### src/rtl/pc_cmd_pkg.sv
// pc_cmd_pkg: shared byte codes and parser state encoding for the PC command link
package pc_cmd_pkg;
  localparam logic [7:0] SYNC_BYTE = 8'hAA;
  localparam logic [7:0] OP_START = 8'hAB;
  localparam logic [7:0] OP_STOP = 8'hCD;
  localparam logic [7:0] OP_SET_PERIOD = 8'h51;
  localparam logic [7:0] RESP_ACK = 8'h06;
  localparam logic [7:0] RESP_NAK = 8'h15;
  typedef enum logic [2:0] {S_IDLE, S_OP, S_LEN, S_PAYLOAD, S_CSUM, S_EXEC} state_t;
endpackage

### src/rtl/pc_cmd_parser_if.sv
// pc_cmd_parser_if: byte stream from uart_rx and response handshake to uart_tx
interface pc_cmd_parser_if;
  logic rx_ready;
  logic [7:0] rx_data;
  logic tx_start;
  logic [7:0] tx_data;
  logic tx_busy;
  modport master(output rx_ready, rx_data, tx_busy, input tx_start, tx_data);
  modport slave(input rx_ready, rx_data, tx_busy, output tx_start, tx_data);
endinterface

### src/rtl/resp_tx_ctrl.sv
// resp_tx_ctrl: one-entry response register with uart_tx start/busy handshake
module resp_tx_ctrl (
  input  logic       clk,
  input  logic       rst,
  input  logic       req,
  input  logic [7:0] req_data,
  input  logic       tx_busy,
  output logic       tx_start,
  output logic [7:0] tx_data,
  output logic       resp_drop
);
  logic sent;
  // The entry stays occupied from queueing until uart_tx has taken the byte and gone idle again
  always_ff @(posedge clk) begin
    if (rst) begin
      tx_start <= 1'b0;
      tx_data <= '0;
      sent <= 1'b0;
      resp_drop <= 1'b0;
    end else begin
      resp_drop <= req && (tx_start || sent);
      if (tx_start && tx_busy) begin
        tx_start <= 1'b0;
        sent <= 1'b1;
      end else if (sent && !tx_busy) begin
        sent <= 1'b0;
      end
      if (req && !tx_start && !sent) begin
        tx_start <= 1'b1;
        tx_data <= req_data;
      end
    end
  end
endmodule

### src/rtl/pc_cmd_parser.sv
// pc_cmd_parser: framed PC command decoder driving vector enable, dump period and ACK/NAK replies
module pc_cmd_parser
  import pc_cmd_pkg::*;
#(
  parameter int          MAX_LEN = 4,
  parameter int          TIMEOUT = 153600,
  parameter logic [15:0] DEFAULT_PERIOD = 16'd16
) (
  input  logic              clk,
  input  logic              rst,
  pc_cmd_parser_if.slave    bus,
  output logic              vector_en,
  output logic [15:0]       dump_period,
  output logic              cmd_valid,
  output logic [7:0]        cmd_op,
  output logic              err_csum,
  output logic              err_len,
  output logic              err_timeout,
  output logic              resp_drop
);
  localparam logic [17:0] TMO_LAST = 18'(TIMEOUT - 1);
  localparam logic [7:0] MAX_L = 8'(MAX_LEN);
  state_t state;
  logic [7:0] d, op, len, csum;
  logic [15:0] pay;
  logic [2:0] cnt;
  logic [17:0] tmo;
  logic len_bad, csum_bad, exec_ok, req;
  logic [7:0] req_data;
  assign d = bus.rx_data;
  // Error responses are queued in the cycle of the offending byte so the NAK starts one cycle later
  always_comb begin
    len_bad = state == S_LEN && bus.rx_ready && d > MAX_L;
    csum_bad = state == S_CSUM && bus.rx_ready && d != csum;
    exec_ok = (op == OP_START || op == OP_STOP) ? len == 8'd0 :
              (op == OP_SET_PERIOD) ? len == 8'd2 && pay != 16'd0 : 1'b0;
    req = state == S_EXEC || len_bad || csum_bad;
    req_data = (state == S_EXEC && exec_ok) ? RESP_ACK : RESP_NAK;
  end
  // Frame state machine, checksum accumulation, timeout and command execution
  always_ff @(posedge clk) begin
    if (rst) begin
      state <= S_IDLE;
      op <= '0;
      len <= '0;
      csum <= '0;
      pay <= '0;
      cnt <= '0;
      tmo <= '0;
      vector_en <= 1'b0;
      dump_period <= DEFAULT_PERIOD;
      cmd_valid <= 1'b0;
      cmd_op <= '0;
      err_csum <= 1'b0;
      err_len <= 1'b0;
      err_timeout <= 1'b0;
    end else begin
      cmd_valid <= state == S_EXEC;
      err_csum <= csum_bad;
      err_len <= len_bad;
      err_timeout <= 1'b0;
      tmo <= (state == S_IDLE || bus.rx_ready) ? '0 : tmo + 18'd1;
      if (state == S_EXEC) begin
        cmd_op <= op;
        if (exec_ok && op == OP_START) vector_en <= 1'b1;
        if (exec_ok && op == OP_STOP) vector_en <= 1'b0;
        if (exec_ok && op == OP_SET_PERIOD) dump_period <= pay;
      end
      if (bus.rx_ready) begin
        case (state)
          S_IDLE, S_EXEC: state <= d == SYNC_BYTE ? S_OP : S_IDLE;
          S_OP: begin
            op <= d;
            csum <= d;
            state <= S_LEN;
          end
          S_LEN: begin
            len <= d;
            csum <= csum ^ d;
            cnt <= '0;
            state <= d == 8'd0 ? S_CSUM : len_bad ? S_IDLE : S_PAYLOAD;
          end
          S_PAYLOAD: begin
            pay <= {pay[7:0], d};
            csum <= csum ^ d;
            cnt <= cnt + 3'd1;
            if (cnt + 3'd1 == len[2:0]) state <= S_CSUM;
          end
          S_CSUM: state <= csum_bad ? S_IDLE : S_EXEC;
          default: state <= S_IDLE;
        endcase
      end else if (state == S_EXEC) begin
        state <= S_IDLE;
      end else if (state != S_IDLE && tmo == TMO_LAST) begin
        state <= S_IDLE;
        err_timeout <= 1'b1;
      end
    end
  end
  resp_tx_ctrl u_resp (
    .clk(clk),
    .rst(rst),
    .req(req),
    .req_data(req_data),
    .tx_busy(bus.tx_busy),
    .tx_start(bus.tx_start),
    .tx_data(bus.tx_data),
    .resp_drop(resp_drop)
  );
endmodule
### src/flat_wrapper.sv
// flat-port wrapper written by rule: the top's interface ports become plain ports
module pc_cmd_parser_flat import pc_cmd_pkg::*;
#(
  parameter int          MAX_LEN = 4,
  parameter int          TIMEOUT = 153600,
  parameter logic [15:0] DEFAULT_PERIOD = 16'd16
)
  (clk, rst, vector_en, dump_period, cmd_valid, cmd_op, err_csum, err_len, err_timeout, resp_drop, bus_rx_ready, bus_rx_data, bus_tx_busy, bus_tx_start, bus_tx_data);
  pc_cmd_parser_if bus_i ();
  input  logic clk;
  input  logic rst;
  output logic vector_en;
  output logic [15:0] dump_period;
  output logic cmd_valid;
  output logic [7:0] cmd_op;
  output logic err_csum;
  output logic err_len;
  output logic err_timeout;
  output logic resp_drop;
  input wire logic [$bits(bus_i.rx_ready)-1:0] bus_rx_ready;
  input wire logic [$bits(bus_i.rx_data)-1:0] bus_rx_data;
  input wire logic [$bits(bus_i.tx_busy)-1:0] bus_tx_busy;
  output wire logic [$bits(bus_i.tx_start)-1:0] bus_tx_start;
  output wire logic [$bits(bus_i.tx_data)-1:0] bus_tx_data;
  assign bus_i.rx_ready = bus_rx_ready;
  assign bus_i.rx_data = bus_rx_data;
  assign bus_i.tx_busy = bus_tx_busy;
  assign bus_tx_start = bus_i.tx_start;
  assign bus_tx_data = bus_i.tx_data;
  pc_cmd_parser #(.MAX_LEN(MAX_LEN), .TIMEOUT(TIMEOUT), .DEFAULT_PERIOD(DEFAULT_PERIOD)) u_core (.clk(clk), .rst(rst), .bus(bus_i), .vector_en(vector_en), .dump_period(dump_period), .cmd_valid(cmd_valid), .cmd_op(cmd_op), .err_csum(err_csum), .err_len(err_len), .err_timeout(err_timeout), .resp_drop(resp_drop));
endmodule
### config.mk
export PLATFORM = sky130hd
export DESIGN_NAME = pc_cmd_parser_flat
export DESIGN_NICKNAME = d
export VERILOG_FILES = /design/src/rtl/pc_cmd_pkg.sv /design/src/rtl/pc_cmd_parser_if.sv /design/src/rtl/resp_tx_ctrl.sv /design/src/rtl/pc_cmd_parser.sv /design/src/flat_wrapper.sv
export SDC_FILE = /design/constraint.sdc
export NUM_CORES = 1
export LEC_CHECK = 0
export CAP_MARGIN = 20
export CORE_UTILIZATION = 46
export CTS_CLUSTER_SIZE = 28
export DETAILED_ROUTE_END_ITERATION = 8
export GPL_TIMING_DRIVEN = 0
export PLACE_DENSITY = 0.71
export SETUP_SLACK_MARGIN = 0.4
export SLEW_MARGIN = 40
export SYNTH_ARGS = -nofsm -noshare
export SYNTH_HDL_FRONTEND = slang
export SYNTH_SLANG_ARGS = --single-unit
### constraint.sdc
create_clock -name clk -period 2 [get_ports clk]
set_input_delay 0.4 -clock clk [delete_from_list [all_inputs] [get_ports clk]]
set_output_delay 0.4 -clock clk [all_outputs]
set_load 0.01 [all_outputs]
## After elaboration in Yosys (flattened, before gate mapping)

Index checks and enable logic that the tools add are counted.

| word-level totals | value |
|---|---|
| input bits | 12 |
| memory bits (writable) | 0 |
| latch bits | 0 |
| output and inout port bits | 39 |
| bits in read-only memories | 0 |
| register bits | 104 |
| memories | 0 |
| logic and storage cells | 103 |

| cells by class | value |
|---|---|
| $add $sub $neg | 2 |
| shifts and indexed selects | 0 |
| div/mod/pow operators | 0 |
| reductions and logical operators | 46 |
| $lt $le $gt $ge | 1 |
| eq/ne operators | 14 |
| multiply operators | 0 |
| bitwise logic cells | 1 |
| mux-type cells | 21 |

Operators with widths:

| cell | count |
|---|---|
| $eq A8 B8 Y1 const B | 3 |
| $add A18 B1 Y18 const B | 1 |
| $eq A18 B18 Y1 const B | 1 |
| $mux W3 | 6 |
| $logic_not A8 Y1 | 2 |
| $pmux W8 S2 | 1 |
| $reduce_and A2 Y1 | 8 |
| $reduce_bool A16 Y1 | 1 |
| $logic_and A1 B1 Y1 | 15 |
| $pmux W3 S5 | 1 |
| $mux W1 | 10 |
| $reduce_bool A2 Y1 | 5 |
| $eq A8 B2 Y1 const B | 1 |
| $eq A8 B7 Y1 const B | 1 |
| $gt A8 B3 Y1 const B | 1 |
| $ne A8 B8 Y1 | 1 |
| $xor A8 B8 Y8 | 1 |
| $eq A3 B2 Y1 const B | 2 |
| $eq A3 B3 Y1 const B | 2 |
| $pmux W3 S2 | 1 |
| $reduce_bool A3 Y1 | 2 |
| $reduce_or A2 Y1 | 3 |
| $logic_or A1 B1 Y1 | 5 |
| $mux W5 | 1 |
| 8 further kinds | 10 |

## Logic depth before layout (Yosys ltp)

| depth | value |
|---|---|
| word-level depth | 8 |
| mapped depth | 8 |
| gate-level depth less buffers | 7 |

## Cells and area by module

Synthesis repeated with hierarchy kept, for this count alone.

| second synthesis, totals | value |
|---|---|
| cells, all modules | 528 |
| area, all modules | 4515.6 um^2 |

Modules (own cells, without submodules):

| module | times used | sequential area each (um^2) | area each (um^2) | cells an instance |
|---|---|---|---|---|
| pc_cmd_parser | 1 | 1861.8 | 4018.9 | 484 |
| resp_tx_ctrl | 1 | 220.2 | 496.7 | 44 |

## Least setup slack after synthesis

No wires, ideal clock.

| timing path | value |
|---|---|
| kind | input to register |
| start | input port bus_rx_data[7] |
| end | register u_core.u_resp.tx_data[0] |
| required time | 1.872 ns |
| path buffers | 1 |
| stages on the path | 7 |
| library setup time | 0.128 ns |
| arrival | 1.890 ns |
| slack | -0.018 ns |
| cells stage by stage | buf_2 > or3_4 > o41ai_4 > a21boi_2 > a41oi_4 > mux2i_1 > nor2_1 |

| on the way | value |
|---|---|
| word-level cells in the longest chain between the ends | 6 |
| elaborated cells between the ends (all ways) | 8 |
| those cells by class | order compare (1); eq/ne (1); reduce/logical (6) |

RTL lines:

| what | RTL line | text |
|---|---|---|
| start, declared | flat_wrapper.sv:21 | `input wire logic [$bits(bus_i.rx_data)-1:0] bus_rx_data;` |
| $gt A8 B3 Y1 | pc_cmd_parser.sv:33 | `len_bad = state == S_LEN && bus.rx_ready && d > MAX_L;` |
| $logic_and A1 B1 Y1 | pc_cmd_parser.sv:33 |  |
| $logic_or A1 B1 Y1 | pc_cmd_parser.sv:37 | `req = state == S_EXEC \|\| len_bad \|\| csum_bad;` |
| $logic_or A1 B1 Y1 (*) | pc_cmd_parser.sv:37 |  |
| $logic_and A1 B1 Y1 (*) (2 in series) | resp_tx_ctrl.sv:28 | `if (req && !tx_start && !sent) begin` |
| end signal, assigned | resp_tx_ctrl.sv:30 | `tx_data <= req_data;` |
| end, declared | resp_tx_ctrl.sv:9 | `output logic [7:0] tx_data,` |

Every way passes the cells marked *; elsewhere a longest branch is shown, timed or not.
A chain may end at the register's enable or synchronous reset.

## Worst setup path in the final report

| timing path | value |
|---|---|
| start | register u_core.state[1] |
| end | register u_core.dump_period[11] |

| on the way | value |
|---|---|
| word-level cells in the longest chain between the ends | 2 |

RTL lines:

| what | RTL line | text |
|---|---|---|
| start, declared | pc_cmd_parser.sv:23 | `state_t state;` |
| start signal, assigned | pc_cmd_parser.sv:71 | `S_IDLE, S_EXEC: state <= d == SYNC_BYTE ? S_OP : S_IDLE;` |
| start signal, assigned | pc_cmd_parser.sv:81 | `state <= d == 8'd0 ? S_CSUM : len_bad ? S_IDLE : S_PAYLOAD;` |
| start signal, assigned | pc_cmd_parser.sv:89 | `S_CSUM: state <= csum_bad ? S_IDLE : S_EXEC;` |
| $eq A3 B3 Y1 | pc_cmd_parser.sv:63 | `if (state == S_EXEC) begin` |
| $reduce_and A2 Y1 (no line) | n/a |  |
| end signal, assigned | pc_cmd_parser.sv:67 | `if (exec_ok && op == OP_SET_PERIOD) dump_period <= pay;` |
| end, declared | pc_cmd_parser.sv:13 | `output logic [15:0] dump_period,` |

No other way between the ends.

==> results.rst <==
.. list-table::
   :header-rows: 1

   * - Metric
     - Value
   * - Outcome
     - complete, but fails checks
   * - Violated checks
     - DRC
   * - Post-route fraction of the period consumed by the critical path
     - 91.91%
   * - Total clock sinks
     - 99
   * - Via total after detailed routing
     - 3712
   * - Number of buffers inserted by hold repair at cts
     - 0
   * - Critical path capture point type
     - register
   * - TritonCTS clock tree
     - done
   * - Kind of cell adding the most delay to the critical path
     - simple AND/OR/NAND/NOR gates
   * - Global placer's final weighted congestion
     - 0.9162
   * - Core Area
     - 8806 µm²
   * - Area growth from synthesis to layout
     - 27.05%
   * - Crit path launch type
     - register
   * - Count of input and output buffers
     - 37
   * - Wire length reported by the detailed router
     - 10180 µm
   * - WL met2
     - just under 5000 µm
   * - Global-route wire length before repair
     - roughly 16000 µm
   * - Max cap viols
     - 0
   * - Critical Path Fanout Max
     - 6
   * - Category of the critical setup timing path
     - reg2reg
   * - Portion of total power attributed to sequential cells
     - 60.3%
   * - Critical path arrival
     - 2090 ps
   * - Pin count of the biggest net entering global routing
     - 18
   * - Top-count cell post-synth
     - sky130_fd_sc_hd__nand2_1
   * - Worst VDD drop
     - around 420 µV
   * - Number of antenna-violating nets in the routed design
     - 0
   * - Iter 0 DRT Violations
     - 285
   * - Die H
     - 97.71 µm
   * - Number of failing setup endpoints in the final timing report
     - 0
   * - Mean instance size in the synthesized netlist
     - 8.361 µm²
   * - Largest cells by area after synthesis
     - sky130_fd_sc_hd__dfxtp_1 47%, sky130_fd_sc_hd__nand2_1 10%, sky130_fd_sc_hd__a21oi_1 7.0%
   * - Total power after layout
     - 3.266 mW
   * - Number of placement rows
     - 34
   * - Fraction of synthesis flops using an asynchronous set or reset pin
     - 0%
   * - Floorplan die width
     - 97.71 µm
   * - First-pass iteration count of the detailed router
     - 7
   * - Number of cell instances on the worst register-to-register path
     - 8
   * - Measured slew at the worst slew-check pin
     - 528.5 ps
   * - Synthesized instance count
     - 504
   * - Final design utilization
     - 60.80%
   * - Post-DP HPWL
     - roughly 6800 µm
   * - Setup repair after global routing missed its margin
     - yes
   * - Required @ worst endpoint
     - 2250 ps
   * - Most numerous cell types in the synthesized netlist
     - 112 x sky130_fd_sc_hd__nand2_1, 99 x sky130_fd_sc_hd__dfxtp_1, 59 x sky130_fd_sc_hd__a21oi_1
   * - Met1 WL
     - 4481 µm
   * - Path class of the lowest-slack min-delay path
     - in2reg
   * - DRC violations left
     - 12
   * - Clock network fraction of design power
     - 36.2%
   * - Count of synthesis-stage warnings from yosys
     - 0
   * - # IOs
     - 51
   * - Worst-case clock skew
     - slightly above 9 ps
   * - Cell count along the critical path
     - 8
   * - Via count of the first global-routing pass
     - 3458
   * - Combinational share of power
     - 3.5%
   * - Routed wire length per instance
     - 14.80 µm
   * - Switching share of total power
     - 24.64%
   * - Clock latency on the worst-skew pair
     - 370 ps
   * - Max Root-Sink Buffers
     - 2
   * - Cell chain of the critical path
     - buf_6 -> nand3b_1 -> buf_4 -> nor3_4 -> nand3_4 -> clkbuf_16 -> mux2i_1 -> nor2_1
   * - Portion of the post-synthesis area used by sequential elements
     - between 40% and 50%
   * - Relative slew slack
     - 64.77%
   * - Synthesized cell area
     - about 4200 µm²
   * - Psw
     - 804.8 µW
   * - H-tree levels
     - 3
   * - Clock buffers created by TritonCTS
     - 9
   * - WP buf/inv
     - 3
   * - Clock transition at the register clock pins on the worst setup and hold paths after CTS
     - around 100 ps
   * - Cell accounting for the most synthesized area
     - sky130_fd_sc_hd__dfxtp_1
   * - Routed length on met3
     - approximately 510 µm
   * - Number of distinct library cells after synthesis
     - 53
   * - Root buffer cell
     - sky130_fd_sc_hd__clkbuf_8
   * - Die footprint
     - ~9500 µm²
   * - Overflow after GRT
     - 0
   * - Highest attainable clock frequency
     - 544.0 MHz
   * - Number of enable-type register cells in the synthesized netlist
     - 0
   * - Vias per Instance
     - 5.395
   * - Total power per unit cell area
     - 610.0 nW/µm²
   * - Number of antenna violations at the first check in global routing
     - 0
   * - Final Cell Area
     - 5354 µm²
   * - Slowest stage delay, CP
     - 340 ps
   * - Top Layer Used
     - met4
   * - Hold Slack
     - 296.4 ps
   * - Total count of hold-check failures in the final report
     - 0
   * - Number of slew-limit violations in the final report
     - 0
   * - Hold Path Cell Cnt
     - 3
   * - Initial cell density of the core
     - 47.85%
   * - Placement Cell Area
     - 4820 µm²
   * - Number of antenna diodes
     - 0
   * - Fill count
     - 782
   * - Flop and latch count out of synthesis
     - 99
   * - Final Net Count
     - 590
   * - Setup TNS after final layout
     - 0 ps
   * - GRT Resource Usage Total
     - a little over a fifth
   * - Min cycle time layout
     - 1838 ps
   * - Top cell type's share of synthesized area
     - about 47%
   * - Library cell contributing the largest single delay on the critical path
     - sky130_fd_sc_hd__dfxtp_2
   * - Share of post-route cells with drive strength above 1
     - between 10% and 20%
   * - Leakage dissipation
     - 2.140 nW
   * - Most common flop cell mapped by yosys
     - sky130_fd_sc_hd__dfxtp_1
   * - Internal power
     - between 2 and 2.5 mW
placed cells by master (no fill, tap or decap), types with 3 or more instances in the layout:
cell                            instances
sky130_fd_sc_hd__dfxtp_1               84
sky130_fd_sc_hd__clkbuf_2              13
sky130_fd_sc_hd__nor4_1                 8
sky130_fd_sc_hd__buf_4                 25
sky130_fd_sc_hd__nand3_1                4
sky130_fd_sc_hd__clkinvlp_4             4
sky130_fd_sc_hd__nand4_1                5
sky130_fd_sc_hd__inv_1                  4
sky130_fd_sc_hd__and3_1                 5
sky130_fd_sc_hd__o2bb2ai_1              3
sky130_fd_sc_hd__nor2_1                45
sky130_fd_sc_hd__nor4bb_1               3
sky130_fd_sc_hd__buf_6                  6
sky130_fd_sc_hd__o21ai_0               10
sky130_fd_sc_hd__and3_4                 4
sky130_fd_sc_hd__clkbuf_4               5
sky130_fd_sc_hd__clkbuf_8              10
sky130_fd_sc_hd__dfxtp_2               14
sky130_fd_sc_hd__conb_1                 4
sky130_fd_sc_hd__xnor2_1                6
sky130_fd_sc_hd__o211ai_1               8
sky130_fd_sc_hd__a21oi_1               58
sky130_fd_sc_hd__xor2_1                17
sky130_fd_sc_hd__dlygate4sd2_1         34
sky130_fd_sc_hd__nor3b_1                3
sky130_fd_sc_hd__or3_1                  5
sky130_fd_sc_hd__mux2i_1               17
sky130_fd_sc_hd__nand2_1              109
sky130_fd_sc_hd__clkbuf_1               7
final cells by class:
type	instances	area, µm²	area share, %
Buffer	41	294.0	5.492
Clock inverter	6	50.05	0.9348
Timing Repair Buffer	58	515.5	9.628
Tap cell	108	135.1	2.524
Sequential cell	99	2003	37.42
Multi-Input combinational cell	363	2217	41.41
Clock buffer	9	123.9	2.314
Inverter	4	15.01	0.2804
sequential cells by signal, summed over array words and instances, names as in the netlist, 3 cells and up:
| register | count |
|---|---|
| u_core.cmd_op | 8 |
| u_core.cnt | 3 |
| u_core.csum | 8 |
| u_core.dump_period | 16 |
| u_core.len | 8 |
| u_core.op | 8 |
| u_core.pay | 16 |
| u_core.state | 3 |
| u_core.tmo | 18 |
| u_core.u_resp.tx_data | 3 |
per-stage QoR:
| stage | std cells | setup slack (ps) |
|---|---|---|
| final | 688 | 161.8 |
| after global routing | 688 | 92.67 |
| after CTS | 679 | 187.7 |
| after detailed placement | 652 | -444.5 |
| after global placement | 652 | -406.5 |
| after floorplan | 507 | 84.63 |
final timing paths:
| kind | slack (ps) | start | end |
|---|---|---|---|
| max | 160 | u_core.state[1] | u_core.dump_period[11] |
| min reg2reg | 460 | u_core.u_resp.tx_data[2] | u_core.u_resp.tx_data[2] |
| max reg2reg | 160 | u_core.state[1] | u_core.dump_period[11] |
| min | 300 | bus_rx_data[7] | u_core.pay[7] |
worst register-to-register path, delay by kind of cell (launching register included):
family        cells  cell delay (ps)
simple gates      4              680
buf+inv           3              540
flops             1              340
mux               1              170
routing by layer:
layer  global-route usage, %  vias to the layer above
met5                       0                        -
met4                   8.042                        0
met3                   3.813                       26
met2                   36.61                      115
met1                   27.11                     1722
li1                        -                     1849
logic make-up after synthesis:
kind of cell             synth area share [%]
AO/OA/AOI/OAI                           13.93
XOR/XNOR                                4.988
adder cells (fa/ha/maj)                0.5937
buffers and inverters                   4.721
flip-flops                              47.03
multiplexers                            4.275
other                                 0.08899
AND/OR/NAND/NOR                         24.38
power groups by stage:
stage / registers (mW) / clock network, mW / logic [mW]
after floorplan: 2.02 / 0 / 0.0745
after global placement: 2.02 / 0 / 0.108
after detailed placement: 2.02 / 0 / 0.109
after CTS: 1.97 / 1.20 / 0.111
after global routing: 1.97 / 1.28 / 0.122
final: 1.97 / 1.18 / 0.114
what timing repair did:
action | in CTS | in global routing
cloned | 0 | 1
setup endpoints to repair | 120 | 83
buffers inserted | 12 | 8
resized for setup | 77 | 46
pin swaps | 11 | 7
Note: power is estimated with default switching activity, not from simulation.
